## src/rtl/wand_ir_pkg.sv

```systemverilog
// Shared types and timing windows for the NEC wand-trace decoder.
// All window bounds are in whole microseconds and are inclusive.
package wand_ir_pkg;

  localparam int unsigned WIDTH_W    = 14;
  localparam int unsigned FRAME_BITS = 32;
  localparam int unsigned CNT_W      = 6;
  localparam int unsigned TRACE_W    = 16;
  localparam int unsigned CELL_W     = 4;
  localparam int unsigned CMD_W      = 4;

  localparam logic [WIDTH_W-1:0] WIDTH_SAT_US    = WIDTH_W'(16383);
  localparam logic [WIDTH_W-1:0] LEAD_LOW_MIN_US = WIDTH_W'(8000);
  localparam logic [WIDTH_W-1:0] LEAD_LOW_MAX_US = WIDTH_W'(10000);
  localparam logic [WIDTH_W-1:0] LEAD_SPC_MIN_US = WIDTH_W'(4000);
  localparam logic [WIDTH_W-1:0] LEAD_SPC_MAX_US = WIDTH_W'(5000);
  localparam logic [WIDTH_W-1:0] REPEAT_MIN_US   = WIDTH_W'(2000);
  localparam logic [WIDTH_W-1:0] REPEAT_MAX_US   = WIDTH_W'(2500);
  localparam logic [WIDTH_W-1:0] BIT_MARK_MIN_US = WIDTH_W'(400);
  localparam logic [WIDTH_W-1:0] BIT_MARK_MAX_US = WIDTH_W'(700);
  localparam logic [WIDTH_W-1:0] BIT_ZERO_MIN_US = WIDTH_W'(400);
  localparam logic [WIDTH_W-1:0] BIT_ZERO_MAX_US = WIDTH_W'(700);
  localparam logic [WIDTH_W-1:0] BIT_ONE_MIN_US  = WIDTH_W'(1400);
  localparam logic [WIDTH_W-1:0] BIT_ONE_MAX_US  = WIDTH_W'(1900);
  localparam logic [WIDTH_W-1:0] TIMEOUT_US      = WIDTH_W'(12000);

  localparam logic [CMD_W-1:0] CMD_MARK  = 4'h1;
  localparam logic [CMD_W-1:0] CMD_CLEAR = 4'h2;

  typedef enum logic [2:0] {
    S_IDLE      = 3'd0,
    S_LEAD_LOW  = 3'd1,
    S_LEAD_HIGH = 3'd2,
    S_BIT_LOW   = 3'd3,
    S_BIT_HIGH  = 3'd4,
    S_CHECK     = 3'd5
  } ir_state_e;

  // Bits arrive LSB first, so the first byte received lands in the low byte.
  typedef struct packed {
    logic [7:0] data_n;
    logic [7:0] data;
    logic [7:0] addr_n;
    logic [7:0] addr;
  } nec_frame_t;

  function automatic logic in_window(input logic [WIDTH_W-1:0] w,
                                     input logic [WIDTH_W-1:0] lo,
                                     input logic [WIDTH_W-1:0] hi);
    return (w >= lo) && (w <= hi);
  endfunction

endpackage

```

## src/rtl/wand_ir_decoder_timer.sv

```systemverilog
// Pulse timer: 1 us prescaler, ir_rx synchronizer, edge detect and a
// saturating width counter that restarts on every synchronized edge.
module ir_pulse_timer
  import wand_ir_pkg::*;
#(
  parameter int unsigned CLK_PER_US = 25
) (
  input  logic               iVGA_CLK,
  input  logic               iRST_n,
  input  logic               ir_rx,
  output logic               fall,
  output logic               rise,
  output logic [WIDTH_W-1:0] width_us
);

  localparam int unsigned PRE_W = (CLK_PER_US > 1) ? $clog2(CLK_PER_US) : 1;
  localparam logic [PRE_W-1:0] PRE_LAST = PRE_W'(CLK_PER_US - 1);

  logic [PRE_W-1:0]   pre_q;
  logic               sync1_q;
  logic               sync2_q;
  logic               prev_q;
  logic [WIDTH_W-1:0] width_q;
  logic               edge_c;
  logic               tick_c;

  // prev_q is the edge-detect stage behind the two synchronizer flops.
  assign fall     = prev_q & ~sync2_q;
  assign rise     = ~prev_q & sync2_q;
  assign edge_c   = fall | rise;
  assign tick_c   = (pre_q == PRE_LAST);
  assign width_us = width_q;

  always_ff @(posedge iVGA_CLK or negedge iRST_n) begin
    if (!iRST_n) begin
      pre_q   <= '0;
      sync1_q <= 1'b1;
      sync2_q <= 1'b1;
      prev_q  <= 1'b1;
      width_q <= '0;
    end else begin
      sync1_q <= ir_rx;
      sync2_q <= sync1_q;
      prev_q  <= sync2_q;
      if (edge_c) begin
        // Restarting the prescaler keeps widths a truncated count of whole us.
        pre_q   <= '0;
        width_q <= '0;
      end else if (tick_c) begin
        pre_q <= '0;
        if (width_q != WIDTH_SAT_US) begin
          width_q <= width_q + WIDTH_W'(1);
        end
      end else begin
        pre_q <= pre_q + PRE_W'(1);
      end
    end
  end

endmodule

```

## src/rtl/wand_ir_decoder.sv

```systemverilog
// NEC frame decoder for one player's wand; maintains the 4x4 traced-cell
// bitmap consumed by the display path.
module wand_ir_decoder
  import wand_ir_pkg::*;
#(
  parameter int unsigned CLK_PER_US  = 25,
  parameter logic [7:0]  PLAYER_ADDR = 8'h01
) (
  input  logic               iVGA_CLK,
  input  logic               iRST_n,
  input  logic               ir_rx,
  input  logic               clear_trace,
  output logic [TRACE_W-1:0] trace,
  output logic [CELL_W-1:0]  cell_idx,
  output logic               frame_valid,
  output logic               frame_err,
  output logic               busy
);

  logic               fall;
  logic               rise;
  logic [WIDTH_W-1:0] width_us;

  ir_state_e              state_q, state_d;
  logic [FRAME_BITS-1:0]  shift_q, shift_d;
  logic [CNT_W-1:0]       bit_cnt_q, bit_cnt_d;
  logic [TRACE_W-1:0]     trace_q, trace_d;
  logic [CELL_W-1:0]      cell_idx_q, cell_idx_d;
  logic                   frame_valid_q, frame_valid_d;
  logic                   frame_err_q, frame_err_d;
  logic                   busy_q, busy_d;

  nec_frame_t             frame_c;
  logic                   timeout_c;
  logic                   bit_ok_c;
  logic                   bit_val_c;

  ir_pulse_timer #(
    .CLK_PER_US (CLK_PER_US)
  ) u_timer (
    .iVGA_CLK (iVGA_CLK),
    .iRST_n   (iRST_n),
    .ir_rx    (ir_rx),
    .fall     (fall),
    .rise     (rise),
    .width_us (width_us)
  );

  assign frame_c   = nec_frame_t'(shift_q);
  assign timeout_c = (state_q != S_IDLE) && (state_q != S_CHECK) &&
                     (width_us >= TIMEOUT_US);

  always_ff @(posedge iVGA_CLK or negedge iRST_n) begin
    if (!iRST_n) begin
      state_q       <= S_IDLE;
      shift_q       <= '0;
      bit_cnt_q     <= '0;
      trace_q       <= '0;
      cell_idx_q    <= '0;
      frame_valid_q <= 1'b0;
      frame_err_q   <= 1'b0;
      busy_q        <= 1'b0;
    end else begin
      state_q       <= state_d;
      shift_q       <= shift_d;
      bit_cnt_q     <= bit_cnt_d;
      trace_q       <= trace_d;
      cell_idx_q    <= cell_idx_d;
      frame_valid_q <= frame_valid_d;
      frame_err_q   <= frame_err_d;
      busy_q        <= busy_d;
    end
  end

  always_comb begin
    state_d       = state_q;
    shift_d       = shift_q;
    bit_cnt_d     = bit_cnt_q;
    trace_d       = trace_q;
    cell_idx_d    = cell_idx_q;
    frame_valid_d = 1'b0;
    frame_err_d   = 1'b0;
    bit_ok_c      = 1'b0;
    bit_val_c     = 1'b0;

    if (timeout_c) begin
      state_d     = S_IDLE;
      frame_err_d = 1'b1;
    end else begin
      case (state_q)
        S_IDLE: begin
          if (fall) state_d = S_LEAD_LOW;
        end

        S_LEAD_LOW: begin
          if (rise) begin
            if (in_window(width_us, LEAD_LOW_MIN_US, LEAD_LOW_MAX_US)) begin
              state_d = S_LEAD_HIGH;
            end else begin
              state_d     = S_IDLE;
              frame_err_d = 1'b1;
            end
          end
        end

        S_LEAD_HIGH: begin
          if (fall) begin
            if (in_window(width_us, LEAD_SPC_MIN_US, LEAD_SPC_MAX_US)) begin
              state_d   = S_BIT_LOW;
              bit_cnt_d = '0;
            end else if (in_window(width_us, REPEAT_MIN_US, REPEAT_MAX_US)) begin
              state_d = S_IDLE;
            end else begin
              state_d     = S_IDLE;
              frame_err_d = 1'b1;
            end
          end
        end

        S_BIT_LOW: begin
          if (rise) begin
            if (in_window(width_us, BIT_MARK_MIN_US, BIT_MARK_MAX_US)) begin
              state_d = S_BIT_HIGH;
            end else begin
              state_d     = S_IDLE;
              frame_err_d = 1'b1;
            end
          end
        end

        S_BIT_HIGH: begin
          if (fall) begin
            if (in_window(width_us, BIT_ZERO_MIN_US, BIT_ZERO_MAX_US)) begin
              bit_ok_c = 1'b1;
            end else if (in_window(width_us, BIT_ONE_MIN_US, BIT_ONE_MAX_US)) begin
              bit_ok_c  = 1'b1;
              bit_val_c = 1'b1;
            end
            if (bit_ok_c) begin
              shift_d   = {bit_val_c, shift_q[FRAME_BITS-1:1]};
              bit_cnt_d = bit_cnt_q + CNT_W'(1);
              state_d   = (bit_cnt_q == CNT_W'(FRAME_BITS - 1)) ? S_CHECK : S_BIT_LOW;
            end else begin
              state_d     = S_IDLE;
              frame_err_d = 1'b1;
            end
          end
        end

        S_CHECK: begin
          state_d = S_IDLE;
          if ((frame_c.addr_n != ~frame_c.addr) || (frame_c.data_n != ~frame_c.data)) begin
            frame_err_d = 1'b1;
          end else if (frame_c.addr == PLAYER_ADDR) begin
            frame_valid_d = 1'b1;
            if (frame_c.data[7:4] == CMD_MARK) begin
              trace_d[frame_c.data[3:0]] = 1'b1;
              cell_idx_d                 = frame_c.data[3:0];
            end else if (frame_c.data[7:4] == CMD_CLEAR) begin
              trace_d = '0;
            end
          end
        end

        default: state_d = S_IDLE;
      endcase
    end

    // Game-logic clear wins over a mark landing in the same cycle.
    if (clear_trace) trace_d = '0;

    busy_d = (state_d != S_IDLE);
  end

  assign trace       = trace_q;
  assign cell_idx    = cell_idx_q;
  assign frame_valid = frame_valid_q;
  assign frame_err   = frame_err_q;
  assign busy        = busy_q;

endmodule
```

## config.mk

```make
export PLATFORM = sky130hd
export DESIGN_NAME = wand_ir_decoder
export DESIGN_NICKNAME = d
export VERILOG_FILES = /design/src/rtl/wand_ir_pkg.sv /design/src/rtl/wand_ir_decoder_timer.sv /design/src/rtl/wand_ir_decoder.sv
export SDC_FILE = /design/constraint.sdc
export NUM_CORES = 1
export LEC_CHECK = 0
export CORE_MARGIN = 2
export CORE_UTILIZATION = 58
export DETAILED_ROUTE_END_ITERATION = 12
export DONT_BUFFER_PORTS = 1
export PLACE_DENSITY = 0.82
export SLEW_MARGIN = 20
export SYNTH_ARGS = -nofsm -noshare
export SYNTH_HDL_FRONTEND = slang
export SYNTH_SLANG_ARGS = --single-unit
export TNS_END_PERCENT = 20
```

## constraint.sdc

```tcl
create_clock -name iVGA_CLK -period 2.9 [get_ports iVGA_CLK]
set_input_delay 0.58 -clock iVGA_CLK [delete_from_list [all_inputs] [get_ports iVGA_CLK]]
set_output_delay 0.58 -clock iVGA_CLK [all_outputs]
set_load 0.03 [all_outputs]
```

==> results of run 1 <==
==> metrics by stage <==
step | setup WS, ps | hold slack, ps
after global placement | 389 | 287
final | 324 | 61.8
after detailed placement | 340 | 287
after global routing | 176 | 44.2
after CTS | 314 | 49.5
after floorplan | 389 | 284
==> registers in the layout (all words and copies together), names as in the netlist <==
| signal | flops |
|---|---|
| u_timer.sync1_q | 1 |
| frame_c | 32 |
| busy | 1 |
| bit_cnt_q | 6 |
| cell_idx | 4 |
| trace | 16 |
| frame_valid | 1 |
| u_timer.width_us | 14 |
| u_timer.sync2_q | 1 |
| state_q | 3 |
| frame_err | 1 |
| u_timer.prev_q | 1 |
| u_timer.pre_q | 5 |
==> critical path, delay by kind of cell (launching register included) <==
family | cells | cell delay (ps)
and+or+nand+nor | 3 | 920
muxes | 1 | 350
AOI/OAI and AO/OA | 2 | 550
buffers and inverters | 1 | 240
DFF | 1 | 380
==> how the worst max path moves through the flow <==
stage,end
global placement,frame_c[0]
global route,bit_cnt_q[0]
CTS,frame_c[1]
detailed placement,frame_c[1]
floorplan,frame_c[10]
finish,frame_c[1]
==> cell type report <==
type | count | area [um2]
Timing Repair Buffer | 17 | 160
Tap cell | 102 | 128
Clock buffer | 9 | 124
Clock inverter | 6 | 70.1
Inverter | 13 | 48.8
Multi-Input combinational cell | 318 | 2340
Sequential cell | 86 | 2160
Fill cell | 619 | 2750
==> logic make-up (layout without fill, tap and decap cells) <==
group / after synthesis / after routing / share of synthesized area, %
adder cells (fa/ha/maj): 7 / 7 / 1.88
buffers and inverters: 41 / 45 / 3.83
AO/OA/AOI/OAI: 80 / 80 / 11.2
flip-flops: 86 / 86 / 46.2
XOR/XNOR: 31 / 31 / 5.81
AND/OR/NAND/NOR: 160 / 160 / 19.3
multiplexers: 40 / 40 / 11.8
==> where the power goes <==
part	total [uW]	internal (uW)	leakage, uW	switching (uW)
clock network	849	401	0.0000936	448
logic	133	50.1	0.00117	82.5
registers	1260	1220	0.00118	39.2
==> layer usage <==
metal	vias to the layer above	GRT usage [%]
met5	-	0
li1	1608	-
met4	0	7.97
met3	9	4.41
met1	1725	33.2
met2	127	35.7
==> synthesized netlist by cell type, drive strengths merged, types with 3 or more instances <==
| library cell | instances |
|---|---|
| dfrtp | 83 |
| nor2 | 23 |
| a21oi | 22 |
| nand2 | 21 |
| or4b | 3 |
| nor3 | 13 |
| nor2b | 7 |
| nand4 | 15 |
| and2 | 14 |
| and3 | 9 |
| nand4b | 4 |
| a21boi | 3 |
| clkbuf | 21 |
| nor3b | 3 |
| dfstp | 3 |
| inv | 13 |
| nor4 | 3 |
| mux2i | 5 |
| o21ai | 14 |
| o211ai | 6 |
| ha | 7 |
| nand2b | 6 |
| xnor2 | 7 |
| or3 | 6 |
| a31oi | 20 |
| mux2 | 35 |
| buf | 7 |
| nand3 | 24 |
| xor2 | 24 |
==> impl_metrics.csv, run 1 <==
group,metric,value,unit
synthesis,syn_inst,445,
critical_path,crit_path_top_delay_cell,"or3_1",
job,cap_violations,0,
clocking,htreeDepth,3,
timing,finalHoldViolCount,0,
layout,fin_cells,551,
synthesis,ys.flop_type,"dfrtp_1",
critical_path,path_cells,"or3_4, or3_1, o31ai_2, o21ai_4, nand2_4, buf_12, mux2_1",
timing,rsz0062_at_grt,"false",
global_routing,grt_pass1_wl,16.1,mm
drt,vias_per_cell,6.30,
clocking,cts.clk_slew.worst_paths,90,ps
synthesis,synth_seq_cells,86,
die,die_h,93.7,um
synthesis,seq_area_frac_synth,46.2,%
timing,min_period_over_period,88.8,%
clocking,cts.repair.resized,0,
synthesis,synthDistinctLibCells,62,
global_routing,grt_max_degree,84,
drt,vias,3469,
critical_path,r2r-end,"frame_c[1]",
timing,fmax,388,MHz
drt,routedLengthMet1,4.43,mm
synthesis,netlist_top_cells_area,"dfrtp_1 44%, mux2_4 9.0%, xor2_1 4.5%, a31oi_1 2.7%, nand3_1 2.6%",
synthesis,synth_fp_nets,456,
clocking,cts_made_buffers,9,
clocking,cts_setup_buffers,0,
synthesis,synth_top_area_share,44.5,%
critical_path,worst_ep_arrival_time,2810,ps
critical_path,rrSetupSlack,320,ps
synthesis,synth_edf_count,0,
critical_path,cp_max_fo,32,
timing,period_minus_slack,2580,ps
placed_design,place_hpwl,6.51,mm
drt,met3_length,581,um
critical_path,cpPeakStageDelay,410,ps
power_and_ir_drop,ir_drop,0.361,mV
global_routing,overflow,0,
layout,drive_gt1_share,17.4,%
synthesis,synth_top_area_cell,"dfrtp_1",
synthesis,avgSynthCellArea,10.5,um2
global_routing,grt_pass1_vias,3324,
die,io_pins,27,
clocking,cts_buffer_depth,2,
synthesis,yosysWarnings,0,
drt,routed-wl-met2,4.65,mm
power_and_ir_drop,powerDensity,447,nW/um2
drt,top_layer,"met4",
critical_path,cp.required,3130,ps
die,start_util,60.1,%
clocking,ctsHoldBuffers,1,
power_and_ir_drop,power.leakage,0.00244,uW
timing,tns,0,ps
layout,diodes,0,
critical_path,rr_worst_depth,7,
clocking,clock_latency,360,ps
placed_design,dp.cells,535,
min_path,hold_path_class,"primary input to asynchronous set/reset pin",
die,die_area,8790,um2
drt,drcViolationCount,0,
drt,firstDrtPassIters,5,
drt,routed_wl,9.78,mm
critical_path,reg2reg_from,"u_timer.width_us[11]",
global_routing,grt_usage,23.2,%
die,core_area,7770,um2
critical_path,endpoint_kind,"flop",
global_routing,antenna_found_initial,0,
layout,final_common_cell,"dfrtp_1",
timing,drv_slew,0,
timing,tightestPinTransition,656,ps
timing,max_slew_margin,55.9,%
drt,drt-initial-drc-count,357,
layout,final_cell_mix,"83 x dfrtp_1, 28 x mux2_4, 24 x nand3_1, 24 x xor2_1, 23 x nor2_1",
drt,antenna_left,0,
layout,utilization,64.7,%
layout,fin_nets,456,
critical_path,path_class,"flop to flop",
clocking,clock-root-buffer,"clkbuf_8",
status,status,"finished, final reports clean",
layout,syn2layout_area_growth,7.53,%
placed_design,place_area,4800,um2
synthesis,synthesis.area,4670,um2
placed_design,port_buffers,0,
placed_design,place_congestion,0.964,
critical_path,cp-start-kind,"flop",
layout,design_area,5020,um2
power_and_ir_drop,power,2250,uW
critical_path,crit_path_start,"u_timer.width_us[11]",
drt,avgRoutedWirePerCell,17.7,um
synthesis,synthArstFlopShare,100,%
timing,finalClockSkew,13.3,ps
die,die_w,93.7,um
die,placementRows,32,
clocking,numClockSinks,86,
clocking,cts_tree,"built",
timing,setup_viol,0,
Note: power is estimated with default switching activity, not from simulation.
==> run 2: changes to the inputs <==
Settings changed: CORE_UTILIZATION 58 to 50, PLACE_DENSITY 0.82 to 0.73, REMOVE_ABC_BUFFERS from default to 1.
==> impl_metrics.csv, run 2 (synthesis gave the netlist of run 1 again) <==
group,metric,value,unit
die,core_area,9150,um2
power_and_ir_drop,p_seq_share,57.5,%
timing,setup_viol,0,
die,placementRows,35,
power_and_ir_drop,powerDensity,438,nW/um2
timing,min_period_over_period,89.8,%
power_and_ir_drop,clockPowerShare,36.7,%
min_path,hold_path_class,"primary input to asynchronous set/reset pin",
drt,drt-initial-drc-count,303,
clocking,cts.clk_slew.worst_paths,90,ps
layout,num-fill-cells,780,
layout,fin_nets,456,
die,start_util,51.0,%
die,die_area,10100,um2
drt,vias,3444,
status,status,"finished, final reports clean",
critical_path,cp_max_fo,6,
clocking,cts_tree,"built",
timing,finalHoldViolCount,0,
timing,fmax,384,MHz
layout,fin_cells,561,
global_routing,overflow,0,
timing,period_minus_slack,2600,ps
die,die_h,101,um
clocking,htreeDepth,3,
layout,drive_gt1_share,17.6,%
timing,finalClockSkew,17.0,ps
drt,routed_wl,9.75,mm
layout,final_cell_mix,"83 x dfrtp_1, 28 x mux2_4, 24 x nand3_1, 24 x xor2_1, 23 x nor2_1",
placed_design,dp.cells,544,
power_and_ir_drop,pwr-share-comb,5.9,%
drt,antenna_left,0,
placed_design,place_congestion,0.841,
critical_path,endpoint_kind,"flop",
job,cap_violations,0,
layout,syn2layout_area_growth,7.66,%
die,die_w,101,um
drt,drcViolationCount,0,
critical_path,path_class,"flop to flop",
power_and_ir_drop,intPower,1620,uW
timing,max_slew_margin,56.3,%
critical_path,worst_ep_arrival_time,2830,ps
placed_design,place_hpwl,6.51,mm
timing,rsz0062_at_grt,"false",
drt,vias_per_cell,6.14,
layout,utilization,54.9,%
power_and_ir_drop,ir_drop,0.257,mV
clocking,cts_buffer_depth,2,
layout,final_common_cell,"dfrtp_1",
placed_design,port_buffers,0,
clocking,clock_latency,350,ps
layout,largest_reg_flops,32,
global_routing,grt_usage,20.6,%
clocking,numClockSinks,86,
power_and_ir_drop,switching_power,580,uW
timing,tns,0,ps
power_and_ir_drop,power.leakage,0.00245,uW
power_and_ir_drop,sw_frac_of_total,26.4,%
global_routing,grt_pass1_vias,3306,
global_routing,grt_max_degree,84,
global_routing,grt_pass1_wl,16.6,mm
global_routing,antenna_found_initial,0,
clocking,cts_made_buffers,9,
clocking,cts_setup_buffers,0,
die,io_pins,27,
drt,avgRoutedWirePerCell,17.4,um
drt,firstDrtPassIters,4,
critical_path,cp-start-kind,"flop",
clocking,clock-root-buffer,"clkbuf_8",
timing,tightestPinTransition,654,ps
critical_path,cp.required,3130,ps
timing,drv_slew,0,
layout,diodes,0,
==> run 2: power groups by stage <==
stage / Clock [uW] / Sequential (uW) / Combinational [uW]
after floorplan: 0 / 1280 / 79.0
after global placement: 0 / 1290 / 98.0
after detailed placement: 0 / 1290 / 104
after CTS: 835 / 1260 / 132
after global routing: 891 / 1270 / 150
final: 807 / 1260 / 129
==> run 2: worst paths after layout <==
kind / startpoint / to / slack, ps / cells after the start
max: u_timer.prev_q / bit_cnt_q[0] / 300 / 6
min: iRST_n / u_timer.sync1_q / 80 / 0
max reg2reg: u_timer.prev_q / bit_cnt_q[0] / 300 / 6
min reg2reg: u_timer.sync1_q / u_timer.sync2_q / 360 / 0
max in group asynchronous: iRST_n / bit_cnt_q[0] / 2460 / 1
min in group iVGA_CLK: ir_rx / u_timer.sync1_q / 230 / 0
==> run 2: layer usage <==
| layer | up-vias | routed length [um] | GRT usage [%] |
|---|---|---|---|
| met3 | 10 | 512 | 4.72 |
| li1 | 1602 | - | - |
| met2 | 101 | 4560 | 30.2 |
| met5 | - | 0 | 0 |
| met1 | 1731 | 4540 | 30.6 |
| met4 | 0 | 129 | 5.80 |
==> run 2: timing repair <==
action,CTS,global route
hold endpoints to repair,83,0
hold buffers,1,0
resized for setup,0,0
==> run 2: metrics by stage <==
stage	worst slack, ps	hold WS, ps	instance area, um2	power [uW]
2_1_floorplan	249	284	4540	1360
3_3_place_gp	384	287	4810	1390
3_5_place_dp	320	287	4810	1390
4_1_cts	310	59.2	5030	2230
5_1_grt	59.0	48.7	5030	2310
6_report	296	78.0	5030	2200
==> run 2: layout make-up <==
class,instances,area [um2],area share [%]
Inverter,13,48.8,0.970
Timing Repair Buffer,17,160,3.18
Clock buffer,10,138,2.74
Tap cell,111,139,2.76
Clock inverter,6,51.3,1.02
Sequential cell,86,2160,42.9
Multi-Input combinational cell,318,2340,46.5
==> run 2: critical path, cell delays in order (launching register included) <==
cell       delay (ps)
dfstp_2           540
ha_1              280
or4bb_1           570
a2111oi_0         410
a211oi_1          150
a21boi_2          220
mux2_1            330
==> run 3: changes to the inputs <==
Clock period 2.9 ns to 3.3 ns, I/O delays scaled along.
==> impl_metrics.csv, run 3 (synthesis gave the netlist of run 1 again) <==
group,metric,value,unit
status,status,"finished, final reports clean",
layout,utilization,54.7,%
clocking,numClockSinks,86,
power_and_ir_drop,ir_drop,0.269,mV
drt,avgRoutedWirePerCell,16.7,um
timing,finalClockSkew,21.7,ps
drt,routed_wl,9.24,mm
global_routing,grt_pass1_wl,15.7,mm
timing,finalHoldViolCount,0,
clocking,clock-root-buffer,"clkbuf_8",
layout,diodes,0,
drt,drcViolationCount,0,
drt,firstDrtPassIters,5,
critical_path,cp_max_fo,20,
layout,fin_nets,447,
clocking,cts_buffer_depth,2,
critical_path,worst_ep_arrival_time,3060,ps
drt,vias_per_cell,5.96,
global_routing,overflow,0,
critical_path,crit_path_top_delay_cell,"dfrtp_1",
timing,min_period_over_period,85.8,%
placed_design,place_hpwl,6.24,mm
timing,period_minus_slack,2830,ps
clocking,cts_made_buffers,9,
critical_path,cpPeakStageDelay,490,ps
timing,setup_viol,0,
die,die_w,101,um
die,core_area,9150,um2
clocking,cts_tree,"built",
clocking,htreeDepth,3,
timing,rsz0062_at_grt,"false",
placed_design,place_congestion,0.859,
min_path,hold_path_class,"primary input to asynchronous set/reset pin",
timing,tns,0,ps
die,io_pins,27,
layout,final_common_cell,"dfrtp_1",
timing,max_slew_margin,48.2,%
power_and_ir_drop,powerDensity,417,nW/um2
die,die_h,101,um
clocking,ctsHoldBuffers,1,
global_routing,grt_pass1_vias,3132,
layout,num-fill-cells,781,
drt,vias,3290,
power_and_ir_drop,power.leakage,0.00242,uW
timing,fmax,353,MHz
critical_path,path_cells,"or3_4, or3_1, o31ai_2, o21ai_4, nand2_4, buf_12, mux2_4",
timing,tightestPinTransition,770,ps
layout,drive_gt1_share,15.9,%
layout,syn2layout_area_growth,7.21,%
critical_path,rrSetupSlack,470,ps
die,placementRows,35,
job,cap_violations,0,
critical_path,path_class,"flop to flop",
layout,final_cell_mix,"83 x dfrtp_1, 28 x mux2_4, 24 x nand3_1, 24 x xor2_1, 23 x nor2_1",
placed_design,port_buffers,0,
global_routing,antenna_found_initial,0,
drt,drt-initial-drc-count,205,
die,die_area,10100,um2
critical_path,cp.required,3530,ps
clocking,clock_latency,360,ps
critical_path,cp-start-kind,"flop",
critical_path,endpoint_kind,"flop",
layout,largest_reg_flops,32,
die,start_util,51.0,%
timing,drv_slew,0,
clocking,cts_setup_buffers,0,
global_routing,grt_usage,19.4,%
drt,antenna_left,0,
global_routing,grt_max_degree,84,
clocking,cts.clk_slew.worst_paths,90,ps
layout,seqCellArea,2160,um2
layout,multi_input_area,2340,um2
clocking,cts.repair.resized,0,
run 3: changes by cell type in the layout (fill, tap and decap cells not counted):
cell / delta
buf_4: -9
clkinv_4: -2
bufinv_16: +2
inv_8: +1
clkinvlp_4: -1
run 3: path summary, 6_finish.rpt:
kind                                   end  cells after the start            startpoint
min                        u_timer.sync1_q                      0                iRST_n
min reg2reg                u_timer.sync2_q                      0       u_timer.sync1_q
max reg2reg                    frame_c[29]                      7  u_timer.width_us[11]
max in group asynchronous      frame_c[12]                      1                iRST_n
max                            frame_c[29]                      7  u_timer.width_us[11]
min in group iVGA_CLK      u_timer.sync1_q                      0                 ir_rx
run 3: where the power goes:
| group | internal [uW] | switching, uW | total (uW) |
|---|---|---|---|
| clock network | 461 | 405 | 866 |
| registers | 1080 | 34.6 | 1110 |
| logic | 42.5 | 69.9 | 112 |
run 3: critical path: cells and delay by family (launching register included):
family          cells  cell delay, ps
flops               1             490
compound gates      2             560
buf+inv             1             240
simple gates        3            1110
mux                 1             310
run 3: cell type report:
type,count,share of cell area (%)
Clock inverter,6,1.95
Timing Repair Buffer,8,1.85
Sequential cell,86,43.1
Multi-Input combinational cell,318,46.7
Clock buffer,10,2.75
Inverter,13,0.975
Tap cell,111,2.77
run 3: layer usage:
| metal | track usage [%] | wire length, um | up-vias |
|---|---|---|---|
| met3 | 4.58 | 507 | 11 |
| met5 | 0 | 0 | - |
| li1 | - | - | 1590 |
| met4 | 6.22 | 107 | 0 |
| met2 | 27.6 | 4090 | 81 |
| met1 | 29.2 | 4530 | 1608 |
run 3: metrics by stage:
| step | std cells | setup slack (ps) | hold slack (ps) | power, uW | instance area [um2] |
|---|---|---|---|---|---|
| floorplan | 417 | 649 | 345 | 1190 | 4540 |
| global placement | 535 | 540 | 349 | 1220 | 4740 |
| detailed placement | 535 | 505 | 349 | 1220 | 4740 |
| CTS | 552 | 482 | 126 | 2120 | 5010 |
| global route | 552 | 383 | 115 | 2180 | 5010 |
| finish | 552 | 470 | 148 | 2090 | 5010 |
